==> config.mk <==
export PLATFORM = sky130hd
export DESIGN_NAME = ex_muldiv_unit
export DESIGN_NICKNAME = d
export VERILOG_FILES = /design/src/rtl/mips_pkg.sv /design/src/rtl/ex_muldiv_unit_datapath.sv /design/src/rtl/ex_muldiv_unit.sv
export SDC_FILE = /design/constraint.sdc
export NUM_CORES = 1
export LEC_CHECK = 0
export ABC_CLOCK_PERIOD_IN_PS = 4000
export CAP_MARGIN = 20
export CELL_PAD_IN_SITES_DETAIL_PLACEMENT = 2
export CELL_PAD_IN_SITES_GLOBAL_PLACEMENT = 2
export CORE_ASPECT_RATIO = 0.75
export CORE_UTILIZATION = 38
export CTS_CLUSTER_SIZE = 40
export DETAILED_ROUTE_END_ITERATION = 7
export DONT_BUFFER_PORTS = 1
export PLACE_DENSITY = 0.78
export SYNTH_ARGS = -nofsm -noshare
export SYNTH_HDL_FRONTEND = slang
export SYNTH_SLANG_ARGS = --single-unit
==> constraint.sdc <==
create_clock -name clk -period 4 [get_ports clk]
set_clock_uncertainty 0.1 [all_clocks]
set_input_delay 0.8 -clock clk [delete_from_list [all_inputs] [get_ports clk]]
set_output_delay 0.8 -clock clk [all_outputs]
set_load 0.005 [all_outputs]
==> src/rtl/mips_pkg.sv <==
// Shared encodings and constants for the EX-stage multiply/divide unit.
package mips_pkg;

  localparam int unsigned WIDTH       = 32;
  localparam int unsigned MD_OP_W     = 3;
  localparam int unsigned MD_CNT_W    = 5;
  localparam int unsigned MD_CNT_LAST = 31;

  typedef enum logic [MD_OP_W-1:0] {
    MD_NOP   = 3'd0,
    MD_MULT  = 3'd1,
    MD_MULTU = 3'd2,
    MD_DIV   = 3'd3,
    MD_DIVU  = 3'd4,
    MD_MTHI  = 3'd5,
    MD_MTLO  = 3'd6
  } md_op_e;

  typedef enum logic [1:0] {
    MD_IDLE = 2'd0,
    MD_CALC = 2'd1,
    MD_FIX  = 2'd2
  } md_state_e;

  // True for the four ops that run through the iterative datapath.
  function automatic logic md_is_iter(input logic [MD_OP_W-1:0] op);
    logic r;
    r = 1'b0;
    case (op)
      MD_MULT, MD_MULTU, MD_DIV, MD_DIVU: r = 1'b1;
      default:                            r = 1'b0;
    endcase
    return r;
  endfunction

  // True for the ops whose operands are two's complement.
  function automatic logic md_is_signed(input logic [MD_OP_W-1:0] op);
    return (op == MD_MULT) || (op == MD_DIV);
  endfunction

  // True for the divide ops.
  function automatic logic md_is_div(input logic [MD_OP_W-1:0] op);
    return (op == MD_DIV) || (op == MD_DIVU);
  endfunction

endpackage

==> src/rtl/ex_muldiv_unit_datapath.sv <==
// Shift-add multiplier / restoring divider with sign fix-up of the results.
module muldiv_datapath
  import mips_pkg::*;
#(
  parameter int unsigned WIDTH = mips_pkg::WIDTH
) (
  input  logic               clk,
  input  logic               rst,
  input  logic               start,
  input  logic               step,
  input  logic [MD_OP_W-1:0] op,
  input  logic [WIDTH-1:0]   rs,
  input  logic [WIDTH-1:0]   rt,
  output logic [WIDTH-1:0]   res_hi_c,
  output logic [WIDTH-1:0]   res_lo_c
);

  localparam int unsigned PW = 2 * WIDTH;

  logic             is_div_q;
  logic             res_neg_q;
  logic             rem_neg_q;
  logic             dvz_q;
  logic [WIDTH-1:0] raw_rs_q;
  logic [WIDTH-1:0] opb_q;
  logic [WIDTH-1:0] quo_q;
  logic [WIDTH-1:0] rem_q;
  logic [PW-1:0]    acc_q;

  logic             is_div_c;
  logic             rs_neg_c;
  logic             rt_neg_c;
  logic [WIDTH-1:0] rs_mag_c;
  logic [WIDTH-1:0] rt_mag_c;

  logic [WIDTH:0]   sum_c;
  logic [WIDTH:0]   part_rem_c;
  logic             ge_c;
  logic [WIDTH-1:0] sub_c;

  logic [PW-1:0]    prod_c;
  logic [WIDTH-1:0] quo_fix_c;
  logic [WIDTH-1:0] rem_fix_c;

  // Operand signs and magnitudes presented at accept time.
  always_comb begin
    is_div_c = md_is_div(op);
    rs_neg_c = md_is_signed(op) && rs[WIDTH-1];
    rt_neg_c = md_is_signed(op) && rt[WIDTH-1];
    rs_mag_c = rs_neg_c ? ((~rs) + WIDTH'(1)) : rs;
    rt_mag_c = rt_neg_c ? ((~rt) + WIDTH'(1)) : rt;
  end

  // One iteration: conditional add of the multiplicand, or a trial subtract
  // of the divisor from the 33-bit shifted partial remainder.
  always_comb begin
    sum_c      = {1'b0, acc_q[PW-1:WIDTH]} + (acc_q[0] ? {1'b0, opb_q} : (WIDTH+1)'(0));
    part_rem_c = {rem_q, quo_q[WIDTH-1]};
    ge_c       = (part_rem_c >= {1'b0, opb_q});
    sub_c      = part_rem_c[WIDTH-1:0] - opb_q;
  end

  // Latch operands on accept, then advance one bit per CALC cycle.
  always_ff @(posedge clk) begin
    if (rst) begin
      is_div_q  <= 1'b0;
      res_neg_q <= 1'b0;
      rem_neg_q <= 1'b0;
      dvz_q     <= 1'b0;
      raw_rs_q  <= '0;
      opb_q     <= '0;
      quo_q     <= '0;
      rem_q     <= '0;
      acc_q     <= '0;
    end else if (start) begin
      is_div_q  <= is_div_c;
      res_neg_q <= rs_neg_c ^ rt_neg_c;
      rem_neg_q <= rs_neg_c;
      dvz_q     <= is_div_c && (rt == '0);
      raw_rs_q  <= rs;
      opb_q     <= is_div_c ? rt_mag_c : rs_mag_c;
      acc_q     <= {WIDTH'(0), rt_mag_c};
      quo_q     <= rs_mag_c;
      rem_q     <= '0;
    end else if (step) begin
      if (is_div_q) begin
        rem_q <= ge_c ? sub_c : part_rem_c[WIDTH-1:0];
        quo_q <= {quo_q[WIDTH-2:0], ge_c};
      end else begin
        acc_q <= {sum_c, acc_q[WIDTH-1:1]};
      end
    end
  end

  // Sign fix-up and special divide cases feeding the HI/LO write in FIX.
  always_comb begin
    prod_c    = res_neg_q ? ((~acc_q) + PW'(1)) : acc_q;
    quo_fix_c = res_neg_q ? ((~quo_q) + WIDTH'(1)) : quo_q;
    rem_fix_c = rem_neg_q ? ((~rem_q) + WIDTH'(1)) : rem_q;
    res_hi_c  = prod_c[PW-1:WIDTH];
    res_lo_c  = prod_c[WIDTH-1:0];
    if (is_div_q) begin
      if (dvz_q) begin
        // Divide by zero: all-ones quotient, dividend left untouched in HI.
        res_hi_c = raw_rs_q;
        res_lo_c = '1;
      end else begin
        res_hi_c = rem_fix_c;
        res_lo_c = quo_fix_c;
      end
    end
  end

endmodule

==> src/rtl/ex_muldiv_unit.sv <==
// EX-stage iterative multiply/divide unit with HI/LO registers and stall request.
module ex_muldiv_unit
  import mips_pkg::*;
#(
  parameter int unsigned WIDTH = mips_pkg::WIDTH
) (
  input  logic               clk,
  input  logic               rst,
  input  logic [MD_OP_W-1:0] i_EX_ctrl_MDOp,
  input  logic               i_EX_ctrl_MDValid,
  input  logic               i_EX_ctrl_HiLoRead,
  input  logic [WIDTH-1:0]   i_EX_data_RSData,
  input  logic [WIDTH-1:0]   i_EX_data_RTData,
  output logic [WIDTH-1:0]   o_EX_data_HI,
  output logic [WIDTH-1:0]   o_EX_data_LO,
  output logic               o_busy,
  output logic               o_stall
);

  md_state_e           state_q;
  md_state_e           state_d;
  logic [MD_CNT_W-1:0] count_q;
  logic [WIDTH-1:0]    hi_q;
  logic [WIDTH-1:0]    lo_q;
  logic [WIDTH-1:0]    res_hi_c;
  logic [WIDTH-1:0]    res_lo_c;

  logic idle_c;
  logic accept_c;
  logic mthi_c;
  logic mtlo_c;

  // Request decode; everything is only taken while idle.
  always_comb begin
    idle_c   = (state_q == MD_IDLE);
    accept_c = idle_c && i_EX_ctrl_MDValid && md_is_iter(i_EX_ctrl_MDOp);
    mthi_c   = idle_c && i_EX_ctrl_MDValid && (i_EX_ctrl_MDOp == MD_MTHI);
    mtlo_c   = idle_c && i_EX_ctrl_MDValid && (i_EX_ctrl_MDOp == MD_MTLO);
  end

  // FSM state register.
  always_ff @(posedge clk) begin
    if (rst) begin
      state_q <= MD_IDLE;
    end else begin
      state_q <= state_d;
    end
  end

  // FSM next state: IDLE -> CALC (32 iterations) -> FIX -> IDLE.
  always_comb begin
    state_d = state_q;
    case (state_q)
      MD_IDLE: if (accept_c) state_d = MD_CALC;
      MD_CALC: if (count_q == MD_CNT_W'(MD_CNT_LAST)) state_d = MD_FIX;
      MD_FIX:  state_d = MD_IDLE;
      default: state_d = MD_IDLE;
    endcase
  end

  // Iteration counter, cleared on accept and advanced once per CALC cycle.
  always_ff @(posedge clk) begin
    if (rst) begin
      count_q <= '0;
    end else if (accept_c) begin
      count_q <= '0;
    end else if (state_q == MD_CALC) begin
      count_q <= count_q + MD_CNT_W'(1);
    end
  end

  // HI/LO: written by FIX results or by MTHI/MTLO while idle.
  always_ff @(posedge clk) begin
    if (rst) begin
      hi_q <= '0;
      lo_q <= '0;
    end else if (state_q == MD_FIX) begin
      hi_q <= res_hi_c;
      lo_q <= res_lo_c;
    end else begin
      if (mthi_c) hi_q <= i_EX_data_RSData;
      if (mtlo_c) lo_q <= i_EX_data_RSData;
    end
  end

  muldiv_datapath #(
    .WIDTH(WIDTH)
  ) u_datapath (
    .clk      (clk),
    .rst      (rst),
    .start    (accept_c),
    .step     (state_q == MD_CALC),
    .op       (i_EX_ctrl_MDOp),
    .rs       (i_EX_data_RSData),
    .rt       (i_EX_data_RTData),
    .res_hi_c (res_hi_c),
    .res_lo_c (res_lo_c)
  );

  // Busy follows the state register; stall holds any MD op or HI/LO read while busy.
  always_comb begin
    o_busy       = !idle_c;
    o_stall      = o_busy && ((i_EX_ctrl_MDValid && (i_EX_ctrl_MDOp != MD_NOP)) ||
                              i_EX_ctrl_HiLoRead);
    o_EX_data_HI = hi_q;
    o_EX_data_LO = lo_q;
  end

endmodule

## Word-level counts from Yosys, hierarchy flattened

Cells that the tools add are included.

| storage, ports and cells | value |
|---|---|
| register bits | 267 |
| word-level logic and storage cells | 95 |
| input bits | 71 |

| cells by class | value |
|---|---|
| mux-type cells | 26 |
| add/subtract/negate cells | 8 |
| reduce and logical (&&, ||, !) cells | 27 |
| bitwise operators | 7 |
| eq/ne operators | 12 |
| $lt $le $gt $ge | 1 |

Operators by type and width:

| cell | count |
|---|---|
| $mux W32 | 21 |
| $add A32 B1 Y32 const B | 4 |
| $not A32 Y32 | 4 |
| $add A64 B1 Y64 const B | 1 |
| $mux W64 | 1 |
| $not A64 Y64 | 1 |
| $add A32 B32 Y33 | 1 |
| $ge A33 B32 Y1 | 1 |
| $logic_not A32 Y1 | 1 |
| $sub A32 B32 Y32 | 1 |
| $reduce_and A2 Y1 | 5 |
| $eq A3 B3 Y1 const B | 3 |
| $logic_and A1 B1 Y1 | 9 |
| $reduce_bool A2 Y1 | 4 |
| $eq A3 B2 Y1 const B | 2 |
| $add A5 B1 Y5 const B | 1 |
| $eq A5 B5 Y1 const B | 1 |
| $mux W2 | 2 |
| $ne A2 B2 Y1 const B | 2 |
| $pmux W2 S2 | 1 |
| $reduce_or A4 Y1 | 1 |
| $eq A3 B1 Y1 const B | 1 |
| $logic_or A1 B1 Y1 | 3 |
| $reduce_bool A3 Y1 | 1 |
| other kinds (9) | 9 |

## Depth between registers and ports, before layout

| logic depth | value |
|---|---|
| word-level depth | 6 |
| mapped depth | 14 |
| depth with buffers taken out | 13 |

## By module

From an unflattened synthesis, not the netlist that was laid out.

| second synthesis, totals | value |
|---|---|
| cell total of the unflattened synthesis | 2589 |
| area, all modules | 19436.1 um^2 |

Modules (own cells, without submodules):

| module | times used | sequential area each (um^2) | area an instance (um^2) | cells an instance |
|---|---|---|---|---|
| muldiv_datapath | 1 | 3923.8 | 16281.9 | 2256 |
| ex_muldiv_unit | 1 | 1421.4 | 3154.3 | 333 |

## Worst setup path after synthesis

OpenSTA, ideal clock, no wires.

| timing path | value |
|---|---|
| kind | reg2reg |
| start point | register u_datapath.rem_q[0] |
| end point | register u_datapath.rem_q[10] |
| slack | 0.594 ns |
| buffers on the path | 2 |
| data arrival time | 3.173 ns |
| data required time | 3.768 ns |
| setup time | 0.132 ns |
| clock period less this slack | 3.406 ns |
| cell stages (with the launch flop) | 13 |
| path through | dfxtp_1 ha_1 nor2b_1 o31a_1 o221a_2 o311ai_0 nand2_1 a221o_1 a211o_1 clkbuf_1 clkbuf_1 mux2i_1 a21oi_1 |

| on the way | value |
|---|---|
| cells in the longest elaborated chain, start to end | 2 |
| elaborated cells on any way between the ends | 3 |
| those cells by class | add/sub: 1; order compare: 1; mux: 1 |

Ends and longest elaborated chain:

| what | RTL line | RTL |
|---|---|---|
| start: declaration | ex_muldiv_unit_datapath.sv:27 | `logic [WIDTH-1:0] rem_q;` |
| start signal: assignment | ex_muldiv_unit_datapath.sv:87 | `rem_q <= ge_c ? sub_c : part_rem_c[WIDTH-1:0];` |
| $sub A32 B32 Y32 or $ge A33 B32 Y1 (tied branches) | ex_muldiv_unit_datapath.sv:60, ex_muldiv_unit_datapath.sv:59 |  |
| $mux W32 * | ex_muldiv_unit_datapath.sv:87 |  |

Every way passes the cells marked *; elsewhere a longest branch is shown, timed or not.
A chain may end at the register's enable or synchronous reset.

## Worst setup path in the final report

| timing path | value |
|---|---|
| start point | register u_datapath.acc_q[31] |
| end point | register hi_q[29], in the netlist o_EX_data_HI[29] |

| on the way | value |
|---|---|
| cells in the longest elaborated chain, start to end | 5 |

Ends and longest elaborated chain:

| what | RTL line | RTL |
|---|---|---|
| start: declaration | ex_muldiv_unit_datapath.sv:28 | `logic [PW-1:0] acc_q;` |
| start signal: assignment | ex_muldiv_unit_datapath.sv:82 | `acc_q <= {WIDTH'(0), rt_mag_c};` |
| start signal: assignment | ex_muldiv_unit_datapath.sv:90 | `acc_q <= {sum_c, acc_q[WIDTH-1:1]};` |
| $not A64 Y64 | ex_muldiv_unit_datapath.sv:97 | `prod_c = res_neg_q ? ((~acc_q) + PW'(1)) : acc_q;` |
| $add A64 B1 Y64 | ex_muldiv_unit_datapath.sv:97 |  |
| $mux W64 | ex_muldiv_unit_datapath.sv:97 |  |
| $mux W32 | ex_muldiv_unit_datapath.sv:102 | `if (is_div_q) begin` |
| $mux W32 | ex_muldiv_unit.sv:77 | `end else if (state_q == MD_FIX) begin` |
| end signal: assignment | ex_muldiv_unit.sv:78 | `hi_q <= res_hi_c;` |
| end signal: assignment | ex_muldiv_unit.sv:81 | `if (mthi_c) hi_q <= i_EX_data_RSData;` |
| end: declaration | ex_muldiv_unit.sv:23 | `logic [WIDTH-1:0] hi_q;` |

No other way between the ends.

==> qor.yml <==
status: "finished, final reports clean"
slowest_delay_ns: 0.64
fp.dieW_um: 262
synth_area_mm2: 0.0193
cts_buffers: 31
crit_fanout: 6
crit_type: "reg -> reg"
syn_inst: 2590
p_leak_nw: 7.95
final_cell_mix: "409 x nand2_1, 265 x dfxtp_1, 249 x a21oi_1"
fillCellCount: 5845
grt_pass1_vias: 21000
cts.clk_slew.worst_paths_ns: 0.06
fmax_mhz: 267
grt_pass1_wl_um: 143000
hold_viol_final: 0
ir_worst_vdd_mv: 0.326
rows: 71
slew_headroom_pct: 25.7
switchingPower_mw: 2.72
synth_edf_count: 0
final.setup.tns_ns: 0
cap_violations: 0
final_common_cell: "nand2_1"
p_sw_share_pct: 35.4
synth.avg_cell_area_um2: 7.44
antenna_found_initial: 5
synth_fp_nets: 2734
crit_required_ns: 4.37
p_seq_share_pct: 38.3
critPathLaunchType: "register"
routed_wl_um: 98500
seq_area_mm2: 0.00535
num-nets-final: 2662
grt_usage_pct: 37.2
ys_seq_elements: 267
setup_viol: 0
port_buffers: 0
slowest_stage: "nor4_1"
via_per_inst: 6.60
cp_common_cell: "nand2_1"
routedWlPerCell_um: 30.8
rsz0062_at_grt: "false"
cts_hold_buf: 0
multiInputGateArea_mm2: 0.0129
numClockSinks: 267
cts_tree: "done"
clkLatencyLatePin_ns: 0.61
antenna_cells: 0
synth_top_flop_cell: "dfxtp_1"
start_util_pct: 38.5
clockRootBuffer: "clkbuf_16"
yosysWarnings: 0
post-route-drc-count: 0
die_y_um: 197
yosysSeqAreaShare_pct: 27.7
cp.arrival_ns: 4.12
slew_viol_final: 0
globalRouteOverflowTotal: 0
fin_crit_ns: 3.74
post-cts-setup-buffer-count: 0
clock_path_buffers: 3
hp-class: "in -> reg"
async_flop_share_pct: 0
p_per_area_mw_per_mm2: 367
ctsResizeCount: 0
p_comb_share_pct: 25.1
dp_hpwl_um: 75300
fin_crit_sh_pct: 93.6
final_cells: 3197
drive_gt1_share_pct: 7.36
syn_to_final_growth_pct: 8.70
grt_max_degree: 190
drtAntennaViolNets: 0
worst_pin_slew_ns: 1.11
yosysUniqueCellTypes: 82
htreeDepth: 1
core_mm2: 0.0501
post-place-cells: 3142
die-area_mm2: 0.0516
ioPinCount: 137
internal-power_mw: 4.97
place_congestion: 0.967
drt_iter0_drc: 2472
crit_path_end_kind: "register"
clock_power_share_pct: 36.6
first_pass_iters: 5
num_vias: 21100
crit_path_cell_trace: "nor4_2 > nand2_1 > nor4_1 > nand2_1 > or2_2 > o41ai_1 > xor2_1 > o31ai_1"
[per-layer routing]
layer,up-vias,part of all wire [%],track usage (%)
met2,1017,41,52.9
met1,10700,46,56.4
met4,6,3.0,10.2
met3,143,9.8,6.70
met5,-,0.048,0
li1,9208,-,-
[critical path: cells and delay by family (launching register included)]
| family | cells | cell delay [ns] |
|---|---|---|
| simple gates | 5 | 2.51 |
| compound gates | 2 | 0.44 |
| flops | 1 | 0.33 |
| xor+xnor | 1 | 0.23 |
[cell families (layout without fill, tap and decap cells)]
family	Yosys count	after routing	share of synthesized area (%)
adder cells (fa/ha/maj)	73	73	4.82
multiplexers	83	83	4.47
XOR/XNOR	219	219	9.96
AO/OA/AOI/OAI	779	779	26.0
flip-flops	267	267	27.7
buffers and inverters	250	200	5.34
AND/OR/NAND/NOR	919	919	21.7
[registers in the layout (all words and copies together), names as in the netlist]
| name | count |
|---|---|
| u_datapath.opb_q | 32 |
| u_datapath.acc_q | 64 |
| u_datapath.rem_q | 32 |
| u_datapath.dvz_q | 1 |
| u_datapath.is_div_q | 1 |
| state_q | 2 |
| u_datapath.rem_neg_q | 1 |
| u_datapath.quo_q | 32 |
| u_datapath.raw_rs_q | 32 |
| u_datapath.res_neg_q | 1 |
| count_q | 5 |
| o_EX_data_HI | 32 |
| o_EX_data_LO | 32 |
[final cells by class]
type	count	area share (%)
clock buffer	41	4.03
clock inverter	14	0.490
timing repair buffer	83	3.15
tap	657	3.93
multi-input combinational	2073	61.8
sequential	267	25.5
inverter	62	1.11
[synthesized netlist by cell type, types with 9 or more instances]
master    count  share of area (%)
or2_2         9               0.29
dfxtp_1     267                 28
o31ai_1      50                1.9
or3_1        21               0.68
nor4_1       21               0.68
nor2_1      227                4.4
a311oi_1     25                1.1
o41ai_1      23                1.0
a211oi_1     49                1.9
o211ai_1     19               0.74
a21o_1       28                1.1
inv_1        61                1.2
o21a_1       12               0.47
mux2i_1      59                3.1
or4_1        27                1.1
buf_1        16               0.31
nand2b_1     11               0.36
ha_1         71                4.6
o221ai_1     29                1.3
o21ai_0     154                4.0
clkbuf_1    158                3.1
and3_1       33                1.1
xnor2_1     135                6.1
nor2b_1      11               0.36
nand2_1     410                8.0
o22ai_1      12               0.39
nand4_1      22               0.71
nand3_1      57                1.5
nor3_1       27               0.70
a221oi_1     23                1.0
a31oi_1      36                1.2
mux2_2       24                1.4
xor2_1       84                3.8
and2_1        9               0.29
a21oi_1     249                6.5
[power by group through the flow]
stage	clock, mW	combinational [mW]	sequential [mW]
6_report	2.81	1.93	2.95
5_1_grt	2.92	2.04	2.96
4_1_cts	2.83	1.88	2.94
3_5_place_dp	0	1.86	3.00
3_3_place_gp	0	1.77	2.99
2_1_floorplan	0	1.25	2.92
[path summary, 6_finish.rpt]
| kind | from | endpoint | slack (ns) | depth (start not counted) |
|---|---|---|---|---|
| worst max register to register | u_datapath.acc_q[31] | o_EX_data_HI[29] | 0.26 | 8 |
| worst min-delay path | rst | state_q[0] | 0.18 | 1 |
| worst min register to register | u_datapath.opb_q[6] | u_datapath.opb_q[6] | 0.36 | 2 |
| worst max-delay path | u_datapath.acc_q[31] | o_EX_data_HI[29] | 0.26 | 8 |
[metrics by stage]
stage / setup WS [ns] / util, % / cell area [µm²] / power, mW / hold slack (ns)
floorplan: 0.594 / - / 19300 / 4.17 / 0.332
global placement: 0.331 / 39.9 / 20000 / 4.76 / 0.340
detailed placement: 0.257 / 39.9 / 20000 / 4.85 / 0.346
CTS: 0.101 / 41.8 / 20900 / 7.65 / 0.181
global route: 0.145 / 41.8 / 20900 / 7.91 / 0.172
finish: 0.256 / 41.8 / 20900 / 7.69 / 0.179
(Power assumes the default switching activity.)
